<file path="src/rtl/ex_mem_pipe_reg_pkg.sv">
// Shared EX/MEM pipeline types, widths and load/store funct3 encodings.
// Latency: n/a (types and constants only).
// Backpressure: n/a.
package ex_mem_pipe_reg_pkg;

  localparam int XLEN       = 64;
  localparam int REG_ADDR_W = 5;

  localparam logic [REG_ADDR_W-1:0] REG_X0 = '0;

  // Load funct3 encodings
  localparam logic [2:0] LB  = 3'b000;
  localparam logic [2:0] LH  = 3'b001;
  localparam logic [2:0] LW  = 3'b010;
  localparam logic [2:0] LD  = 3'b011;
  localparam logic [2:0] LBU = 3'b100;
  localparam logic [2:0] LHU = 3'b101;
  localparam logic [2:0] LWU = 3'b110;

  // Store funct3 encodings
  localparam logic [2:0] SB  = 3'b000;
  localparam logic [2:0] SH  = 3'b001;
  localparam logic [2:0] SW  = 3'b010;
  localparam logic [2:0] SD  = 3'b011;

  // Control bits that a bubble must clear
  typedef struct packed {
    logic valid;
    logic reg_write;
    logic mem_read;
    logic mem_write;
  } ctrl_t;

  // Payload carried alongside; content is irrelevant while the stage holds a bubble
  typedef struct packed {
    logic [XLEN-1:0]       alu_result;
    logic [XLEN-1:0]       rs2_data;
    logic [REG_ADDR_W-1:0] rd;
    logic                  mem_to_reg;
    logic [2:0]            funct3;
  } data_t;

  // True when funct3 is a legal size/sign code for the memory access being made
  function automatic logic ls_funct3_ok(input logic is_load, input logic is_store,
                                        input logic [2:0] f3);
    logic ok;
    ok = 1'b1;
    if (is_load)  ok = (f3 inside {LB, LH, LW, LD, LBU, LHU, LWU});
    if (is_store) ok = ok & (f3 inside {SB, SH, SW, SD});
    return ok;
  endfunction

endpackage

</file>
<file path="src/rtl/ex_mem_pipe_reg_if.sv">
// EX -> MEM stage boundary bundle: EX-side inputs, hazard controls, MEM-side outputs.
// Latency: n/a (wiring only).
// Backpressure: stall holds the MEM side; flush overrides stall.
interface ex_mem_pipe_reg_if;
  import ex_mem_pipe_reg_pkg::*;

  logic                  ex_valid;
  logic [XLEN-1:0]       ex_alu_result;
  logic [XLEN-1:0]       ex_rs2_data;
  logic [REG_ADDR_W-1:0] ex_rd;
  logic                  ex_reg_write;
  logic                  ex_mem_read;
  logic                  ex_mem_write;
  logic                  ex_mem_to_reg;
  logic [2:0]            ex_funct3;
  logic                  stall;
  logic                  flush;

  logic                  mem_valid;
  logic [XLEN-1:0]       mem_alu_result;
  logic [XLEN-1:0]       mem_rs2_data;
  logic [REG_ADDR_W-1:0] mem_rd;
  logic                  mem_reg_write;
  logic                  mem_mem_read;
  logic                  mem_mem_write;
  logic                  mem_mem_to_reg;
  logic [2:0]            mem_funct3;
  logic                  fwd_mem_en;

  // EX stage / hazard unit side
  modport master (
    output ex_valid, ex_alu_result, ex_rs2_data, ex_rd, ex_reg_write,
           ex_mem_read, ex_mem_write, ex_mem_to_reg, ex_funct3, stall, flush,
    input  mem_valid, mem_alu_result, mem_rs2_data, mem_rd, mem_reg_write,
           mem_mem_read, mem_mem_write, mem_mem_to_reg, mem_funct3, fwd_mem_en
  );

  // Pipeline register side
  modport slave (
    input  ex_valid, ex_alu_result, ex_rs2_data, ex_rd, ex_reg_write,
           ex_mem_read, ex_mem_write, ex_mem_to_reg, ex_funct3, stall, flush,
    output mem_valid, mem_alu_result, mem_rs2_data, mem_rd, mem_reg_write,
           mem_mem_read, mem_mem_write, mem_mem_to_reg, mem_funct3, fwd_mem_en
  );

endinterface

</file>
<file path="src/rtl/ex_mem_pipe_reg_pipe_reg.sv">
// Generic W-bit register with load enable and synchronous clear.
// Latency: 1 cycle d -> q when en=1.
// Backpressure: en=0 holds q; clr wins over en and loads zero.
module pipe_reg #(
  parameter int W = 1
) (
  input  logic         clk,
  input  logic         rst_n,
  input  logic         en,
  input  logic         clr,
  input  logic [W-1:0] d,
  output logic [W-1:0] q
);

  // Clear beats load beats hold; async reset zeroes the bank
  always_ff @(posedge clk or negedge rst_n) begin
    if (!rst_n)   q <= '0;
    else if (clr) q <= '0;
    else if (en)  q <= d;
  end

endmodule

</file>
<file path="src/rtl/ex_mem_pipe_reg.sv">
// EX/MEM pipeline register: qualified control + data, plus MEM-stage forward enable.
// Latency: 1 cycle EX inputs -> mem_* outputs; fwd_mem_en is comb from registered state.
// Backpressure: stall holds all outputs; flush inserts a bubble even while stalled.
module ex_mem_pipe_reg
  import ex_mem_pipe_reg_pkg::*;
(
  input  logic             clk,
  input  logic             rst_n,
  ex_mem_pipe_reg_if.slave bus
);

  ctrl_t ctrl_d, ctrl_q;
  data_t data_d, data_q;
  logic  en;
  logic  clr;

  // Only real instructions may act; x0 is never a write target
  always_comb begin
    ctrl_d           = '0;
    ctrl_d.valid     = bus.ex_valid;
    ctrl_d.reg_write = bus.ex_valid & bus.ex_reg_write & (bus.ex_rd != REG_X0);
    ctrl_d.mem_read  = bus.ex_valid & bus.ex_mem_read;
    ctrl_d.mem_write = bus.ex_valid & bus.ex_mem_write;
  end

  assign data_d = '{alu_result: bus.ex_alu_result,
                    rs2_data:   bus.ex_rs2_data,
                    rd:         bus.ex_rd,
                    mem_to_reg: bus.ex_mem_to_reg,
                    funct3:     bus.ex_funct3};

  // Flush must advance the register even when MEM is stalled
  assign en  = ~bus.stall | bus.flush;
  assign clr = bus.flush;

  pipe_reg #(.W($bits(ctrl_t))) u_ctrl_reg (
    .clk   (clk),
    .rst_n (rst_n),
    .en    (en),
    .clr   (clr),
    .d     (ctrl_d),
    .q     (ctrl_q)
  );

  // Data fields are don't-care under a bubble, so no clear is needed
  pipe_reg #(.W($bits(data_t))) u_data_reg (
    .clk   (clk),
    .rst_n (rst_n),
    .en    (en),
    .clr   (1'b0),
    .d     (data_d),
    .q     (data_q)
  );

  assign bus.mem_valid      = ctrl_q.valid;
  assign bus.mem_reg_write  = ctrl_q.reg_write;
  assign bus.mem_mem_read   = ctrl_q.mem_read;
  assign bus.mem_mem_write  = ctrl_q.mem_write;
  assign bus.mem_alu_result = data_q.alu_result;
  assign bus.mem_rs2_data   = data_q.rs2_data;
  assign bus.mem_rd         = data_q.rd;
  assign bus.mem_mem_to_reg = data_q.mem_to_reg;
  assign bus.mem_funct3     = data_q.funct3;

  // Forwarding only from registered state, so no path back into EX
  assign bus.fwd_mem_en = ctrl_q.valid & ctrl_q.reg_write & (data_q.rd != REG_X0);

  // Decode must never issue a simultaneous load and store
  a_no_ld_st: assert property (@(posedge clk) disable iff (!rst_n)
    !(bus.ex_valid && bus.ex_mem_read && bus.ex_mem_write));

  // Memory accesses must carry a legal size/sign code
  a_ls_funct3: assert property (@(posedge clk) disable iff (!rst_n)
    !bus.ex_valid || ls_funct3_ok(bus.ex_mem_read, bus.ex_mem_write, bus.ex_funct3));

endmodule

</file>
<file path="src/flat_wrapper.sv">
// flat-port wrapper written by rule: the top's interface ports become plain ports
module ex_mem_pipe_reg_flat import ex_mem_pipe_reg_pkg::*;
  (clk, rst_n, bus_ex_valid, bus_ex_alu_result, bus_ex_rs2_data, bus_ex_rd, bus_ex_reg_write, bus_ex_mem_read, bus_ex_mem_write, bus_ex_mem_to_reg, bus_ex_funct3, bus_stall, bus_flush, bus_mem_valid, bus_mem_alu_result, bus_mem_rs2_data, bus_mem_rd, bus_mem_reg_write, bus_mem_mem_read, bus_mem_mem_write, bus_mem_mem_to_reg, bus_mem_funct3, bus_fwd_mem_en);
  ex_mem_pipe_reg_if bus_i ();
  input  logic clk;
  input  logic rst_n;
  input wire logic [$bits(bus_i.ex_valid)-1:0] bus_ex_valid;
  input wire logic [$bits(bus_i.ex_alu_result)-1:0] bus_ex_alu_result;
  input wire logic [$bits(bus_i.ex_rs2_data)-1:0] bus_ex_rs2_data;
  input wire logic [$bits(bus_i.ex_rd)-1:0] bus_ex_rd;
  input wire logic [$bits(bus_i.ex_reg_write)-1:0] bus_ex_reg_write;
  input wire logic [$bits(bus_i.ex_mem_read)-1:0] bus_ex_mem_read;
  input wire logic [$bits(bus_i.ex_mem_write)-1:0] bus_ex_mem_write;
  input wire logic [$bits(bus_i.ex_mem_to_reg)-1:0] bus_ex_mem_to_reg;
  input wire logic [$bits(bus_i.ex_funct3)-1:0] bus_ex_funct3;
  input wire logic [$bits(bus_i.stall)-1:0] bus_stall;
  input wire logic [$bits(bus_i.flush)-1:0] bus_flush;
  output wire logic [$bits(bus_i.mem_valid)-1:0] bus_mem_valid;
  output wire logic [$bits(bus_i.mem_alu_result)-1:0] bus_mem_alu_result;
  output wire logic [$bits(bus_i.mem_rs2_data)-1:0] bus_mem_rs2_data;
  output wire logic [$bits(bus_i.mem_rd)-1:0] bus_mem_rd;
  output wire logic [$bits(bus_i.mem_reg_write)-1:0] bus_mem_reg_write;
  output wire logic [$bits(bus_i.mem_mem_read)-1:0] bus_mem_mem_read;
  output wire logic [$bits(bus_i.mem_mem_write)-1:0] bus_mem_mem_write;
  output wire logic [$bits(bus_i.mem_mem_to_reg)-1:0] bus_mem_mem_to_reg;
  output wire logic [$bits(bus_i.mem_funct3)-1:0] bus_mem_funct3;
  output wire logic [$bits(bus_i.fwd_mem_en)-1:0] bus_fwd_mem_en;
  assign bus_i.ex_valid = bus_ex_valid;
  assign bus_i.ex_alu_result = bus_ex_alu_result;
  assign bus_i.ex_rs2_data = bus_ex_rs2_data;
  assign bus_i.ex_rd = bus_ex_rd;
  assign bus_i.ex_reg_write = bus_ex_reg_write;
  assign bus_i.ex_mem_read = bus_ex_mem_read;
  assign bus_i.ex_mem_write = bus_ex_mem_write;
  assign bus_i.ex_mem_to_reg = bus_ex_mem_to_reg;
  assign bus_i.ex_funct3 = bus_ex_funct3;
  assign bus_i.stall = bus_stall;
  assign bus_i.flush = bus_flush;
  assign bus_mem_valid = bus_i.mem_valid;
  assign bus_mem_alu_result = bus_i.mem_alu_result;
  assign bus_mem_rs2_data = bus_i.mem_rs2_data;
  assign bus_mem_rd = bus_i.mem_rd;
  assign bus_mem_reg_write = bus_i.mem_reg_write;
  assign bus_mem_mem_read = bus_i.mem_mem_read;
  assign bus_mem_mem_write = bus_i.mem_mem_write;
  assign bus_mem_mem_to_reg = bus_i.mem_mem_to_reg;
  assign bus_mem_funct3 = bus_i.mem_funct3;
  assign bus_fwd_mem_en = bus_i.fwd_mem_en;
  ex_mem_pipe_reg u_core (.clk(clk), .rst_n(rst_n), .bus(bus_i));
endmodule
</file>
<file path="config.mk">
export PLATFORM = sky130hd
export DESIGN_NAME = ex_mem_pipe_reg_flat
export DESIGN_NICKNAME = d
export VERILOG_FILES = /design/src/rtl/ex_mem_pipe_reg_pkg.sv /design/src/rtl/ex_mem_pipe_reg_if.sv /design/src/rtl/ex_mem_pipe_reg_pipe_reg.sv /design/src/rtl/ex_mem_pipe_reg.sv /design/src/flat_wrapper.sv
export SDC_FILE = /design/constraint.sdc
export NUM_CORES = 1
export LEC_CHECK = 0
export CORE_UTILIZATION = 30
export DETAILED_ROUTE_END_ITERATION = 8
export HOLD_SLACK_MARGIN = 0.05
export PLACE_DENSITY = 0.69
export SYNTH_ARGS = -nofsm -noshare
export SYNTH_HDL_FRONTEND = slang
export SYNTH_HIERARCHICAL = 1
export SYNTH_SLANG_ARGS = --single-unit
</file>
<file path="constraint.sdc">
create_clock -name clk -period 1.52 [get_ports clk]
set_input_delay 0.228 -clock clk [delete_from_list [all_inputs] [get_ports clk]]
set_output_delay 0.228 -clock clk [all_outputs]
set_load 0.01 [all_outputs]
</file>
## Yosys cells after proc, flatten, opt, wreduce, memory -nomap -nowiden

Cells that the tools add are included.

| storage, ports and cells | value |
|---|---|
| register bits | 141 |
| output and inout port bits | 142 |

| cells by class | value |
|---|---|
| mux-type cells | 2 |
| bitwise gates (word level) | 8 |
| reductions and logical operators | 3 |

Operators by type and width:

| kind | number |
|---|---|
| $reduce_bool A5 Y1 | 2 |
| $mux W4 | 2 |
| $and A1 B1 Y1 | 6 |
| $reduce_bool A2 Y1 | 1 |
| $not A1 Y1 | 1 |
| $or A1 B1 Y1 | 1 |

## Longest topological paths before layout

Gate-level depths: netlist (run 1).

| logic depth | value |
|---|---|
| depth after elaboration | 4 |
| mapped depth | 5 |

## Hierarchy

The synthesis (run 1) kept the hierarchy.

By module, submodules not included:

| module | times used | cells each | area an instance (µm²) |
|---|---|---|---|
| pipe_reg (u_core.u_data_reg) | 1 | 441 | 5,677.9 |
| pipe_reg (u_core.u_ctrl_reg) | 1 | 13 | 160.2 |
| ex_mem_pipe_reg | 1 | 8 | 55.1 |

## Least setup slack after synthesis (run 1)

OpenSTA, ideal clock, no wires.

| timing | value |
|---|---|
| path kind | register to output |
| start point | reg u_core.u_data_reg.q[7] |
| end point | out bus_fwd_mem_en |
| arrival time | 1,090 ps |
| slack | 202 ps |
| cell stages (with the launch flop) | 3 |
| path through | dfrtp_1 -> or3_1 -> o311a_1 |

| between the ends | value |
|---|---|
| cells in the longest elaborated chain, start to end | 2 |

RTL lines:

| element | RTL line | RTL |
|---|---|---|
| from (decl) | ex_mem_pipe_reg_pipe_reg.sv:12 | `output logic [W-1:0] q` |
| from (signal assigned) | ex_mem_pipe_reg_pipe_reg.sv:17 | `if (!rst_n) q <= '0;` |
| from (signal assigned) | ex_mem_pipe_reg_pipe_reg.sv:18 | `else if (clr) q <= '0;` |
| from (signal assigned) | ex_mem_pipe_reg_pipe_reg.sv:19 | `else if (en) q <= d;` |
| $reduce_bool A5 Y1 | ex_mem_pipe_reg.sv:66 | `assign bus.fwd_mem_en = ctrl_q.valid & ctrl_q.reg_write & (data_q.rd != REG_X0);` |
| $and A1 B1 Y1 | ex_mem_pipe_reg.sv:66 |  |
| to (decl) | flat_wrapper.sv:27 | `output wire logic [$bits(bus_i.fwd_mem_en)-1:0] bus_fwd_mem_en;` |

No other way between the ends.

## Final worst setup path (run 1)

Same ends and word-level chain as after synthesis.

==> results.py, run 1 <==
metrics = {
    "critical_path": {
        "crit_fanout": 2,
        "r2r_start": "u_core/u_data_reg/q[4]$_DFFE_PN0P_",
        "critPathArrivalTime_ns": 1.60,
        "r2r-end": "u_core/u_data_reg/q[4]$_DFFE_PN0P_",
        "cp.required_ns": 1.29,
        "critPathLaunchType": "register",
        "crit_start": "u_core/u_data_reg/q[7]$_DFFE_PN0P_",
        "worstSetupPathType": "reg -> out",
        "r2r_slack_ns": 0.71,
        "cp-end-kind": "output pin",
        "r2r_cells": 3,
    },
    "timing": {
        "fmax_mhz": 547,
        "setup_slack_ns": -0.308,
        "skew_ns": 0,
        "period_minus_slack_ns": 1.83,
        "maxSlewViolCount": 0,
        "rsz0062_at_grt": "yes",
        "setup_viol_count_final": 1,
        "hold_viol_final": 0,
        "period_share": 1.20,
    },
    "logic_synthesis": {
        "syn_area_per_cell_um2": 12.8,
        "synth_seq_cells": 141,
        "synth_cell_type_count": 13,
        "synthCells": 462,
        "syn_area_um2": 5890,
        "synth-warning-count": 6,
        "synth_seq_area_share": 0.599,
    },
    "floorplan": {
        "dieArea_um2": 20200,
        "die_h_um": 142,
        "core_um2": 19000,
        "ios": 287,
        "rows": 50,
        "die_width_um": 142,
        "initial_core_util": 0.311,
    },
    "routing": {
        "viasPerCell": 4.25,
        "ant_nets": 0,
        "wl_per_cell_um": 15.1,
        "drtPass1Iterations": 4,
        "drtIter0Drc": 157,
        "drc": 0,
        "wl_um": 15700,
        "num_vias": 4409,
    },
    "global_route": {
        "grt_usage": 0.157,
        "grt_pass1_wl_um": 24300,
        "grt_overflow_total": 0,
        "antenna_found_initial": 0,
        "grt_pass1_vias": 4601,
        "grt_max_degree": 101,
    },
    "power_and_ir_drop": {
        "power_w": 0.00986,
        "p_leak_nw": 5.33,
        "p_int_w": 0.00738,
        "power_switching_w": 0.00248,
        "p_sw_frac": 0.252,
        "power_frac_comb": 0.154,
        "p_clk_frac": 0.430,
        "power_density_nw_per_um2": 1030,
        "ir_drop_mv": 0.694,
        "seqPwrFrac": 0.415,
    },
    "finish": {
        "fin_cells": 1038,
        "nets": 910,
        "drive_gt1_frac": 0.0810,
        "fillers": 1782,
        "antenna_cells": 0,
        "area_growth_pct": 61.7,
        "mostFrequentLayoutCells": "clkdlybuf4s50_1, dlygate4sd2_1, mux2i_1, nor2_1, dfrtp_1",
        "layout_commonest_cell": "clkdlybuf4s50_1",
    },
    "placed_design": {
        "gp_congestion": 0.762,
        "hpwl_um": 11100,
        "portBuffers": 286,
        "numPlacedInstances": 1005,
    },
    "cts": {
        "clkLatencyLatePin_ns": 0.40,
        "cts_tree": "built",
        "cts_root_buf": "clkbuf_16",
        "postCtsSetupRepairBufs": 0,
        "cts_sinks": 141,
        "path_clk_slew_ns": 0.07,
        "htree_levels": 4,
        "clockBufferDepth": 2,
        "cts_inserted_buffers": 17,
    },
    "job": {
        "maxCapViolations": 0,
    },
    "min_path": {
        "min_path_type": "in -> async",
    },
    "run_status": {
        "status": "finished with violations",
        "violations": "negative setup slack",
    },
}
==> power groups by stage <==
stage / Combinational (W) / Clock, W / Sequential (W)
floorplan: 0.000545 / 0 / 0.00428
global placement: 0.00167 / 0 / 0.00416
detailed placement: 0.00168 / 0 / 0.00417
CTS: 0.00153 / 0.00439 / 0.00410
global route: 0.00165 / 0.00454 / 0.00412
finish: 0.00152 / 0.00425 / 0.00409
==> cell usage after synthesis <==
library cell	number	area share
buf_6	1	0.0019
clkbuf_1	2	0.0013
clkbuf_2	1	0.00085
dfrtp_1	141	0.60
conb_1	1	0.00064
nand2b_1	1	0.0011
mux2i_1	141	0.24
and2_1	2	0.0021
buf_2	13	0.011
buf_12	14	0.048
or3_1	2	0.0021
nor2_1	141	0.090
o311a_1	2	0.0034
==> sequential cells by signal, summed over array words and instances (netlist names) <==
signal / flops
u_core/u_ctrl_reg/q: 4
u_core/u_data_reg/q: 137
==> critical path, stage by stage (launching register included) <==
cell	delay, ns
dfrtp_1	0.37
or3_4	0.39
o311a_1	0.30
buf_2	0.14
==> how the worst max path moves through the flow <==
stage                endpoint  slack, ns  cells past startpoint
3_5_place_dp   bus_fwd_mem_en      -0.23                      3
2_1_floorplan  bus_fwd_mem_en       0.20                      2
4_1_cts        bus_fwd_mem_en      -0.33                      3
6_report       bus_fwd_mem_en      -0.31                      3
5_1_grt        bus_fwd_mem_en      -0.36                      3
3_3_place_gp   bus_fwd_mem_en      -0.23                      3
==> final cells by class <==
cell class / count / area, µm² / area share
Clock buffer: 19 / 453 / 0.0475
Tap cell: 260 / 325 / 0.0341
Clock inverter: 13 / 154 / 0.0161
Sequential cell: 141 / 3530 / 0.370
Multi-Input combinational cell: 291 / 2010 / 0.211
Timing Repair Buffer: 314 / 3060 / 0.321
==> metrics by stage <==
step	setup WS (ns)	hold slack [ns]	setup TNS [ns]	instance area, µm²	utilization
final	-0.308	0.296	-0.308	9530	0.503
after global routing	-0.361	0.307	-0.361	9530	0.503
after CTS	-0.334	0.289	-0.334	9530	0.503
after detailed placement	-0.226	0.168	-8.75	9090	0.480
after global placement	-0.231	0.167	-5.63	9090	0.480
after floorplan	0.202	-0.0676	0	5900	-
==> routing by layer <==
metal	wire [µm]	global-route usage	share of wire	up-vias
li1	-	-	-	2140
met2	7780	0.268	0.50	171
met4	148	0.0441	0.0094	0
met5	0	0	0	-
met3	1250	0.0542	0.080	11
met1	6530	0.186	0.42	2087
==> logic make-up (layout without fill, tap and decap cells) <==
family,Yosys count,count (layout),share of synthesized area
mux,141,141,0.239
other cells,1,2,0.000636
simple gates,146,146,0.0951
flops,141,141,0.599
buf+inv,31,346,0.0626
compound gates,2,2,0.00340
==> timing repair <==
action	4_1_cts	5_1_grt
endpoints found under the hold margin	31	0
endpoints found under the setup margin	142	1
gates resized for setup	145	1
hold buffers	1	0
(Power assumes the default switching activity.)
==> run 2: changes to the inputs <==
--- a/config.mk
+++ b/config.mk
@@ -5,10 +5,11 @@
 export SDC_FILE = /design/constraint.sdc
 export NUM_CORES = 1
 export LEC_CHECK = 0
+export ABC_AREA = 1
 export CORE_UTILIZATION = 30
 export DETAILED_ROUTE_END_ITERATION = 8
 export HOLD_SLACK_MARGIN = 0.05
-export PLACE_DENSITY = 0.69
+export PLACE_DENSITY = 0.7
 export SYNTH_ARGS = -nofsm -noshare
 export SYNTH_HDL_FRONTEND = slang
 export SYNTH_HIERARCHICAL = 1
==> run 2 against run 1 <==
Compared with the run above:
- the run now ends clean
- via count rose by 20%
- flip-flop and latch count unchanged
- sequential share of layout area increased by 0.64 points
- worst setup slack improved by 0.37 ns
- hold slack better by 0.014 ns
- global-route usage increased by 2.6 points
- critical path depth is 1 lower
- sequential power is essentially flat
- largest cell class unchanged
- largest power group unchanged
==> results.py, run 2 <==
metrics = {
    "routing": {
        "wl_um": 17600,
        "ant_nets": 0,
        "drtPass1Iterations": 4,
        "num_vias": 5279,
        "drc": 0,
        "viasPerCell": 4.52,
        "wl_met2_um": 8530,
        "wl_met3_um": 1070,
        "drtIter0Drc": 294,
        "met1Wirelength_um": 7440,
        "top_layer_used": "met4",
        "wl_per_cell_um": 15.1,
    },
    "logic_synthesis": {
        "synth_edf_count": 0,
        "synth_top_area_cell": "dfrtp_1",
        "synth-warning-count": 6,
        "synth_flop_cell": "dfrtp_1",
        "ys_top_cells_by_area": "dfrtp_1, nand2_1, nand3_1, buf_2, buf_4",
        "yosysMostFrequentCell": "nand2_1",
        "synthArstFlopShare": 1.00,
        "synthCells": 636,
        "synth_cell_type_count": 10,
        "synth_seq_cells": 141,
        "netlist.area_leader.share": 0.622,
        "synth_common_cells": "nand2_1, nand3_1, dfrtp_1, buf_2, buf_4",
        "syn_area_um2": 5670,
        "synth_seq_area_share": 0.622,
        "syn_area_per_cell_um2": 8.92,
    },
    "global_route": {
        "grt_pass1_vias": 5268,
        "grt_usage": 0.183,
        "grt_overflow_total": 0,
        "antenna_found_initial": 0,
        "grt_max_degree": 138,
        "grt_pass1_wl_um": 27800,
    },
    "finish": {
        "antenna_cells": 0,
        "area_growth_pct": 65.2,
        "top_register": "u_core/u_data_reg/q",
        "nets": 1071,
        "fillers": 1770,
        "mostFrequentLayoutCells": "nand2_1, clkdlybuf4s50_1, nand3_1",
        "largest_reg_flops": 137,
        "layout_commonest_cell": "nand2_1",
        "top_regs": "u_core/u_data_reg/q (137), u_core/u_ctrl_reg/q (4)",
        "drive_gt1_frac": 0.0693,
        "final_area_um2": 9370,
    },
    "critical_path": {
        "slowest_stage": "dfrtp_1",
        "worstSetupPathType": "reg -> out",
        "critPathLaunchType": "register",
        "max_stage_delay_ns": 0.40,
        "r2r_start": "u_core/u_data_reg/q[8]$_DFFE_PN0P_",
        "critPathArrivalTime_ns": 1.23,
        "r2r_slack_ns": 0.76,
        "path_cells": "buf_4, dlygate4sd2_1",
        "cp-end-kind": "output pin",
        "r2r_cells": 3,
        "path_buf_inv": 2,
        "cp.required_ns": 1.29,
        "crit_fanout": 3,
        "r2r-end": "u_core/u_data_reg/q[8]$_DFFE_PN0P_",
        "cp_top_family": "buffers and inverters",
    },
    "power_and_ir_drop": {
        "power_switching_w": 0.00237,
        "p_leak_nw": 5.15,
        "seqPwrFrac": 0.409,
        "p_sw_frac": 0.236,
        "power_density_nw_per_um2": 1070,
        "ir_drop_mv": 0.733,
        "p_int_w": 0.00768,
        "p_clk_frac": 0.450,
        "power_frac_comb": 0.141,
    },
    "cts": {
        "cts_root_buf": "clkbuf_16",
        "cts_inserted_buffers": 17,
        "cts_sinks": 141,
        "cts_tree": "built",
        "htree_levels": 4,
        "path_clk_slew_ns": 0.06,
        "clkLatencyLatePin_ns": 0.41,
        "clockBufferDepth": 2,
    },
    "job": {
        "maxCapViolations": 0,
    },
    "floorplan": {
        "rows": 49,
        "die_width_um": 139,
        "core_um2": 18300,
        "ios": 287,
        "die_h_um": 139,
        "initial_core_util": 0.310,
        "dieArea_um2": 19500,
    },
    "timing": {
        "period_minus_slack_ns": 1.45,
        "fmax_mhz": 687,
        "setup_viol_count_final": 0,
        "hold_viol_final": 0,
        "maxSlewViolCount": 0,
        "rsz0062_at_grt": "yes",
        "period_share": 0.957,
        "worst_hold_slack_ns": 0.310,
        "skew_ns": 0,
    },
    "placed_design": {
        "gp_congestion": 0.790,
        "placed_area_um2": 8860,
        "portBuffers": 286,
        "hpwl_um": 12100,
    },
    "run_status": {
        "status": "finished, final reports clean",
    },
    "min_path": {
        "min_path_type": "in -> async",
    },
}
[run 2: changes by cell type after synthesis, sizes merged]
cell / change
o311a: -2
clkbuf: -3
mux2i: -141
buf: +17
nand3: +143
nor2: -135
clkinv: +1
inv: +10
or3: -2
nand2b: -1
and2: -2
nand2: +289
[run 2: worst reg2reg max path: stages, from the launching register on]
cell and delay, ns:
dfrtp_1 0.40, buf_4 0.14, nand2_1 0.05, nand2_1 0.05
[run 2: kinds of logic after synthesis]
group | synth area share
simple gates | 0.322
flops | 0.622
buf+inv | 0.0549
other cells | 0.000661
[run 2: worst max-delay path by stage]
stage,to,start,cells past startpoint
6_report,bus_mem_rd[3],u_core/u_data_reg/q[7]$_DFFE_PN0P_,2
5_1_grt,bus_fwd_mem_en,u_core/u_data_reg/q[7]$_DFFE_PN0P_,5
4_1_cts,bus_fwd_mem_en,u_core/u_data_reg/q[7]$_DFFE_PN0P_,5
3_5_place_dp,u_core/u_data_reg/q[95]$_DFFE_PN0P_,bus_flush,7
3_3_place_gp,u_core/u_data_reg/q[112]$_DFFE_PN0P_,bus_flush,7
2_1_floorplan,u_core/u_data_reg/q[7]$_DFFE_PN0P_,bus_flush,7
[run 2: final cells by class]
cell class                      instances  area (µm²)  area share
Inverter                               11        41.3     0.00441
Sequential cell                       141        3530       0.377
Clock buffer                           20         447      0.0477
Multi-Input combinational cell        440        1850       0.198
Tap cell                              229         287      0.0306
Clock inverter                         11         191      0.0204
Timing Repair Buffer                  315        3020       0.323
[run 2: what timing repair did]
| item | 4_1_cts | 5_1_grt |
|---|---|---|
| resized for setup | 145 | 3 |
| pin swaps | 1 | 4 |
| hold buffers | 1 | 0 |
| setup endpoints to repair | 142 | 1 |
| endpoints found under the hold margin | 38 | 0 |
| buffers inserted | 0 | 4 |
[run 2: metal layers]
layer	vias up	track usage
li1	2599	-
met1	2457	0.219
met2	187	0.308
met3	36	0.0440
met4	0	0.0895
met5	-	0
[run 2: stage by stage]
stage	instances	TNS [ns]	power [W]	setup slack [ns]	utilization
4_1_cts	1163	0	0.0102	0.0295	0.511
2_1_floorplan	637	0	0.00467	0.520	-
3_5_place_dp	1131	-1.37	0.00575	-0.0496	0.485
5_1_grt	1167	-0.0344	0.0105	-0.0344	0.513
3_3_place_gp	1131	-0.0272	0.00573	-0.0105	0.485
6_report	1167	0	0.0101	0.0650	0.513
[run 2: power by group through the flow]
| stage | Clock, W | Combinational (W) | Sequential [W] |
|---|---|---|---|
| after detailed placement | 0 | 0.00157 | 0.00418 |
| after floorplan | 0 | 0.000378 | 0.00429 |
| after CTS | 0.00466 | 0.00141 | 0.00411 |
| after global placement | 0 | 0.00155 | 0.00418 |
| final | 0.00452 | 0.00142 | 0.00411 |
| after global routing | 0.00481 | 0.00155 | 0.00414 |
